## src/rtl/vga_pkg.sv

```systemverilog
// Shared timing constants and coordinate type for the VGA scan path.
// Defaults describe standard 640x480 at one pixel per CLK_DIV clocks.
package vga_pkg;

   localparam int COORD_W = 10;

   typedef logic [COORD_W-1:0] coord_t;

   localparam int DEF_CLK_DIV  = 2;
   localparam int DEF_H_ACTIVE = 640;
   localparam int DEF_H_FP     = 16;
   localparam int DEF_H_SYNC   = 96;
   localparam int DEF_H_BP     = 48;
   localparam int DEF_V_ACTIVE = 480;
   localparam int DEF_V_FP     = 10;
   localparam int DEF_V_SYNC   = 2;
   localparam int DEF_V_BP     = 33;

   localparam int DEF_H_TOTAL =
      DEF_H_ACTIVE + DEF_H_FP + DEF_H_SYNC + DEF_H_BP;
   localparam int DEF_V_TOTAL =
      DEF_V_ACTIVE + DEF_V_FP + DEF_V_SYNC + DEF_V_BP;

   function automatic coord_t wrap_inc(
      input coord_t      v,
      input int unsigned total
   );
      if (v == coord_t'(total - 1)) begin
         return '0;
      end
      return v + coord_t'(1);
   endfunction

endpackage

```

## src/rtl/vga_scan_gen_pix_tick_gen.sv

```systemverilog
// Pixel-rate divider: raises adv during the last system clock of each
// pixel, so the edge that ends this cycle is an advance edge.
module pix_tick_gen #(
   parameter int CLK_DIV = 2
) (
   input  logic clk,
   input  logic rst,
   output logic adv
);

   localparam int DIV_W = (CLK_DIV > 1) ? $clog2(CLK_DIV) : 1;

   logic [DIV_W-1:0] div_q;
   logic [DIV_W-1:0] div_d;

   assign adv = (div_q == DIV_W'(CLK_DIV - 1));

   always_comb begin
      div_d = div_q + DIV_W'(1);
      if (adv) begin
         div_d = '0;
      end
   end

   always_ff @(posedge clk) begin
      if (rst) begin
         div_q <= '0;
      end else begin
         div_q <= div_d;
      end
   end

endmodule

```

## src/rtl/vga_scan_gen.sv

```systemverilog
// Raster counters plus registered decode of video_on, syncs and markers.
// Decode uses the next-state counts so every output names the same pixel.
module vga_scan_gen
   import vga_pkg::*;
#(
   parameter int CLK_DIV  = DEF_CLK_DIV,
   parameter int H_ACTIVE = DEF_H_ACTIVE,
   parameter int H_FP     = DEF_H_FP,
   parameter int H_SYNC   = DEF_H_SYNC,
   parameter int H_BP     = DEF_H_BP,
   parameter int V_ACTIVE = DEF_V_ACTIVE,
   parameter int V_FP     = DEF_V_FP,
   parameter int V_SYNC   = DEF_V_SYNC,
   parameter int V_BP     = DEF_V_BP
) (
   input  logic               clk,
   input  logic               rst,
   output logic [COORD_W-1:0] x,
   output logic [COORD_W-1:0] y,
   output logic               video_on,
   output logic               hsync,
   output logic               vsync,
   output logic               pix_tick,
   output logic               line_start,
   output logic               frame_start
);

   localparam int H_TOTAL  = H_ACTIVE + H_FP + H_SYNC + H_BP;
   localparam int V_TOTAL  = V_ACTIVE + V_FP + V_SYNC + V_BP;
   localparam int HS_START = H_ACTIVE + H_FP;
   localparam int HS_END   = HS_START + H_SYNC;
   localparam int VS_START = V_ACTIVE + V_FP;
   localparam int VS_END   = VS_START + V_SYNC;

   logic   adv;
   coord_t x_q, x_d;
   coord_t y_q, y_d;
   logic   video_on_q, video_on_d;
   logic   hsync_q, hsync_d;
   logic   vsync_q, vsync_d;
   logic   pix_tick_q, pix_tick_d;
   logic   line_start_q, line_start_d;
   logic   frame_start_q, frame_start_d;

   pix_tick_gen #(
      .CLK_DIV (CLK_DIV)
   ) u_pix_tick_gen (
      .clk (clk),
      .rst (rst),
      .adv (adv)
   );

   always_comb begin
      x_d = x_q;
      y_d = y_q;
      if (adv) begin
         x_d = wrap_inc(x_q, H_TOTAL);
         if (x_q == coord_t'(H_TOTAL - 1)) begin
            y_d = wrap_inc(y_q, V_TOTAL);
         end
      end
      video_on_d = (int'(x_d) < H_ACTIVE) && (int'(y_d) < V_ACTIVE);
      hsync_d = !((int'(x_d) >= HS_START) && (int'(x_d) < HS_END));
      vsync_d = !((int'(y_d) >= VS_START) && (int'(y_d) < VS_END));
      pix_tick_d    = adv;
      line_start_d  = adv && (x_d == '0);
      frame_start_d = adv && (x_d == '0) && (y_d == '0);
   end

   always_ff @(posedge clk) begin
      if (rst) begin
         x_q           <= '0;
         y_q           <= '0;
         video_on_q    <= 1'b0;
         hsync_q       <= 1'b1;
         vsync_q       <= 1'b1;
         pix_tick_q    <= 1'b0;
         line_start_q  <= 1'b0;
         frame_start_q <= 1'b0;
      end else begin
         x_q           <= x_d;
         y_q           <= y_d;
         video_on_q    <= video_on_d;
         hsync_q       <= hsync_d;
         vsync_q       <= vsync_d;
         pix_tick_q    <= pix_tick_d;
         line_start_q  <= line_start_d;
         frame_start_q <= frame_start_d;
      end
   end

   assign x           = x_q;
   assign y           = y_q;
   assign video_on    = video_on_q;
   assign hsync       = hsync_q;
   assign vsync       = vsync_q;
   assign pix_tick    = pix_tick_q;
   assign line_start  = line_start_q;
   assign frame_start = frame_start_q;

endmodule

```

## config.mk

```make
export PLATFORM = sky130hd
export DESIGN_NAME = vga_scan_gen
export DESIGN_NICKNAME = d
export VERILOG_FILES = /design/src/rtl/vga_pkg.sv /design/src/rtl/vga_scan_gen_pix_tick_gen.sv /design/src/rtl/vga_scan_gen.sv
export SDC_FILE = /design/constraint.sdc
export NUM_CORES = 1
export LEC_CHECK = 0
export CAP_MARGIN = 20
export CORE_UTILIZATION = 45
export CTS_BUF_LIST = sky130_fd_sc_hd__clkbuf_2 sky130_fd_sc_hd__clkbuf_4 sky130_fd_sc_hd__clkbuf_8
export DETAILED_ROUTE_END_ITERATION = 8
export HOLD_SLACK_MARGIN = 0.15
export PLACE_DENSITY = 0.85
export SLEW_MARGIN = 0
export SYNTH_ARGS = -nofsm -noshare
export SYNTH_HDL_FRONTEND = slang
export SYNTH_HIERARCHICAL = 1
export SYNTH_SLANG_ARGS = --single-unit
```

## constraint.sdc

```tcl
create_clock -name clk -period 1.9 [get_ports clk]
set_input_delay 0.19 -clock clk [delete_from_list [all_inputs] [get_ports clk]]
set_output_delay 0.19 -clock clk [all_outputs]
set_load 0.005 [all_outputs]
```

## Word level (Yosys, flattened, before mapping)

Cells that the tools add are included.

- Flip-flop bits (word level): 27
- Input bits: 2
- Output and inout port bits: 26
- Word-level logic and storage cells: 42

- Add/sub/neg operators: 3
- $lt $le $gt $ge: 6
- Equality and inequality tests: 2
- Mux-type cells: 12
- Reductions and logical operators: 10

Operators by type and width:

| cell | number |
|---|---|
| $mux W10 | 7 |
| $add A10 B1 Y10 const B | 2 |
| $eq A10 B10 Y1 const B | 2 |
| $logic_not A10 Y1 | 2 |
| $lt A10 B10 Y1 const B | 2 |
| $lt A10 B9 Y1 const B | 2 |
| $ge A10 B10 Y1 const B | 1 |
| $ge A10 B9 Y1 const B | 1 |
| $logic_and A1 B1 Y1 | 5 |
| $mux W1 | 5 |
| $logic_not A1 Y1 | 2 |
| $reduce_or A2 Y1 | 1 |
| $add A1 B1 Y1 const B | 1 |

## Logic depth before layout (Yosys ltp)

- Depth in word-level cells: 10
- Gate-level depth with buffers: 9
- Mapped depth without buffers: 8

## Hierarchy

The synthesis kept the hierarchy.

By module, submodules not included:

| module | instances | cells an instance | area an instance (um^2) | sequential area each (um^2) |
|---|---|---|---|---|
| vga_scan_gen | 1 | 191 | 1544.0 | 520.5 |
| pix_tick_gen | 1 | 2 | 23.8 | 20.0 |

## Worst setup path before layout

No wires, ideal clock.

- Path kind: register -> register
- From: register x_q[0] (netlist: x[0])
- To: register frame_start_q (netlist: frame_start)
- Library setup time: 88 ps
- Arrival time: 1929 ps
- Required time: 1812 ps
- Setup slack: -116 ps
- Cell stages (with the launch flop): 8
- Path buffers: 0
- Clock period less this slack: 2016 ps
- Cells stage by stage: dfxtp_1 ha_1 and3_1 nand4_2 or3_1 a31oi_1 o21ai_1 nor4_2

- Longest elaborated chain between the ends: 8
- Elaborated cells on any way between the ends: 12
- Classes of those cells: add/sub (1); eq/ne (1); mux (6); reduce/logical (4)

Ends and longest elaborated chain:

| what | RTL line | source |
|---|---|---|
| start, declared | vga_scan_gen.sv:36 | `coord_t x_q, x_d;` |
| start signal, assigned | vga_scan_gen.sv:72 | `x_q <= '0;` |
| start signal, assigned | vga_scan_gen.sv:81 | `x_q <= x_d;` |
| branches (longest 7 deep; another with $add A10 B1 Y10) | - |  |
| $logic_and A1 B1 Y1 * | vga_scan_gen.sv:67 | `frame_start_d = adv && (x_d == '0) && (y_d == '0);` |
| end signal, assigned | vga_scan_gen.sv:88 | `frame_start_q <= frame_start_d;` |
| end, declared | vga_scan_gen.sv:43 | `logic frame_start_q, frame_start_d;` |

Every way passes the cells marked *. The select of a mux whose other input is x is not followed.
A chain may end at the register's enable or synchronous reset.

## Final worst setup path

- From: register x_q[1] (netlist: x[1])
- To: register frame_start_q (netlist: frame_start)

The elaborated chain is that of the path after synthesis.

==> metrics.txt <==
total core area=3340 sq um; final net count=261; H-Tree Depth=1; fin worst setup slack=-0.0304 ns; cell row count=21; Top FF cell, synth=dfxtp_1; CTS Buffer Depth=2; Pleak=0.918 nW; WS Path Type=reg -> reg; crit-path max FO=4; PwrDens=407 nW/um^2; Worst EP required=2.16 ns; mapped cell area=1570 sq um; Post-Route Setup TNS=-0.0304 ns; IO Port Bufs=27; Synth cell types=45; TritonCTS Sinks=27; non-filler cells, final=301; Cells after Synth=193; Post-synth ARST share=0%; DR vias=1720; critical path data arrival time=2.19 ns; synth top area cells=dfxtp_1 34%, xnor2_1 5.6%, nor2_1 5.5%; share of layout cells above drive strength 1=31.8%; DRC Markers=0; clock-pin slew of the registers on the worst-case setup and hold paths=0.16 ns; minimum clock period=1.93 ns; Total Power=0.000951 W; first-pass GRT wire length=7280 microns; WL final=4770 microns; Final Cycle Share=102%; WHS=0.520 ns; largest area contributor in the netlist=dfxtp_1; worst-path cell chain=ha_4, and3_4, buf_4, nand3_4, nor2_2, a22oi_1, a2111o_1, nor4_2; TritonRoute pass-1 iters=4; largest net degree at the start of global routing=23; CTS Root Buffer Type=clkbuf_4; status=complete, but fails checks; TritonCTS Buffers=3; Die X=61.0 microns; I/O pin cnt=28; GPL Wtd Cong=0.886; DRT antenna net count=0; vias in the first global route=1547; post-DR wirelength/cell=15.8 microns; total grt overflow=0; Initial Util=47.0%; Via density=5.71; failing checks=negative setup slack; Slew Viols, Final=0; crit start category=flop; sequential-to-total area share from yosys stat=34.5%; most frequent cells in the layout=44 x buf_4, 27 x clkdlybuf4s50_1, 21 x nor2_1; clk_lat worst skew=0.34 ns; most common cell after layout, fill and taps aside=buf_4; placed cells=295; RSZ-0062 raised after global routing=true; final hold viol count=0; max frequency=518 MHz; Final Setup Violations=1; worst clock skew=0.0156 ns; syn_area_per_cell=8.12 sq um; Crit path buffers/inverters=1; max-cap violations=0; DRT iter0 DRCs=152; Tightest Pin Transition=0.357 ns; CTS tree=yes; fin util=70.1%; post-synth top area share=34.5%; Area Overhead vs Synth=49.2%; slowest CP cell=a2111o_1; hold buffers post-CTS=0; Post-DP HPWL=3130 microns; Peak VDD IR=187 uV; Synthesized Nets=198; antenna cells=0; Hold Crit Class=in -> reg; Worst path max stage delay=0.44 ns; Slew HR=76.0%; die area=3720 sq um; die height=61.0 microns; CP endpoint kind=flop; initial antenna violation count=0; number of flops mapped to enable cells by yosys=0; GRT Util Overall=26.3%; Ys Warns=6; delay-heaviest family, CP=simple AND/OR/NAND/NOR gates; #FFs+latches synth=27
synth_stat cells (5+ instances only):
cell and count:
a21oi_1 10, nor3_1 16, nand4_1 8, nand2_1 8
clkbuf_1 5, dfxtp_1 27, nor2_1 23, inv_1 7
buf_2 5, xnor2_1 10, xor2_1 7, o21ai_0 9
cells by family after synthesis:
group	share of synthesized area [%]
AOI/OAI and AO/OA	13.2
xor gates and xnor gates	9.50
adders and majority gates	2.39
buffers and inverters	6.78
DFF	34.5
muxes	1.28
and+or+nand+nor	32.3
state kept, by name (all words and copies together) (netlist names):
name / flops
frame_start: 1
pix_tick: 1
u_pix_tick_gen/adv: 1
x: 10
line_start: 1
vsync: 1
y: 10
hsync: 1
video_on: 1
what timing repair did:
item | in CTS | in global routing
setup buffers | 1 | 1
resized for setup | 19 | 14
endpoints found under the setup margin | 3 | 5
pin swaps | 11 | 10
worst reg2reg max path: stages (launching register included):
cell      delay [ns]
dfxtp_4         0.40
ha_4            0.13
and3_4          0.21
buf_4           0.14
nand3_4         0.09
nor2_2          0.12
a22oi_1         0.07
a2111o_1        0.44
nor4_2          0.24
layer usage:
layer | part of all wire (%) | track usage [%] | wire, microns | vias up
met5 | 0 | 0 | 0 | -
met2 | 49 | 42.9 | 2340 | 83
li1 | - | - | - | 813
met4 | 1.7 | 10.4 | 82 | 0
met3 | 5.5 | 2.94 | 262 | 11
met1 | 44 | 35.6 | 2090 | 813
where the power goes:
group | internal (W) | leakage, nW | switching (W)
logic | 0.0000485 | 0.677 | 0.0000347
registers | 0.000577 | 0.223 | 0.00000819
clock network | 0.0000968 | 0.0184 | 0.000186
final cells by class:
| cell class | count | area [sq um] |
|---|---|---|
| fill | 257 | 998 |
| clock buffer | 4 | 30.0 |
| multi-input combinational | 144 | 1050 |
| sequential | 27 | 553 |
| inverter | 7 | 26.3 |
| tap | 46 | 57.6 |
| timing repair buffer | 73 | 623 |
worst paths after layout:
kind                      startpoint            endpoint  slack [ns]  depth (start not counted)
hold / removal                   rst            pix_tick        0.52                          3
setup reg to reg                x[1]         frame_start       -0.03                          8
setup / recovery                x[1]         frame_start       -0.03                          8
hold reg to reg   u_pix_tick_gen/adv  u_pix_tick_gen/adv        0.58                          2
through the flow:
| step | setup slack, ns | cell area, sq um |
|---|---|---|
| 4_1_cts | 0.0104 | 2270 |
| 3_5_place_dp | -0.0624 | 2160 |
| 5_1_grt | -0.131 | 2340 |
| 3_3_place_gp | -0.0521 | 2160 |
| 2_1_floorplan | 0.0000683 | 1580 |
| 6_report | -0.0304 | 2340 |
(Power assumes the default switching activity.)
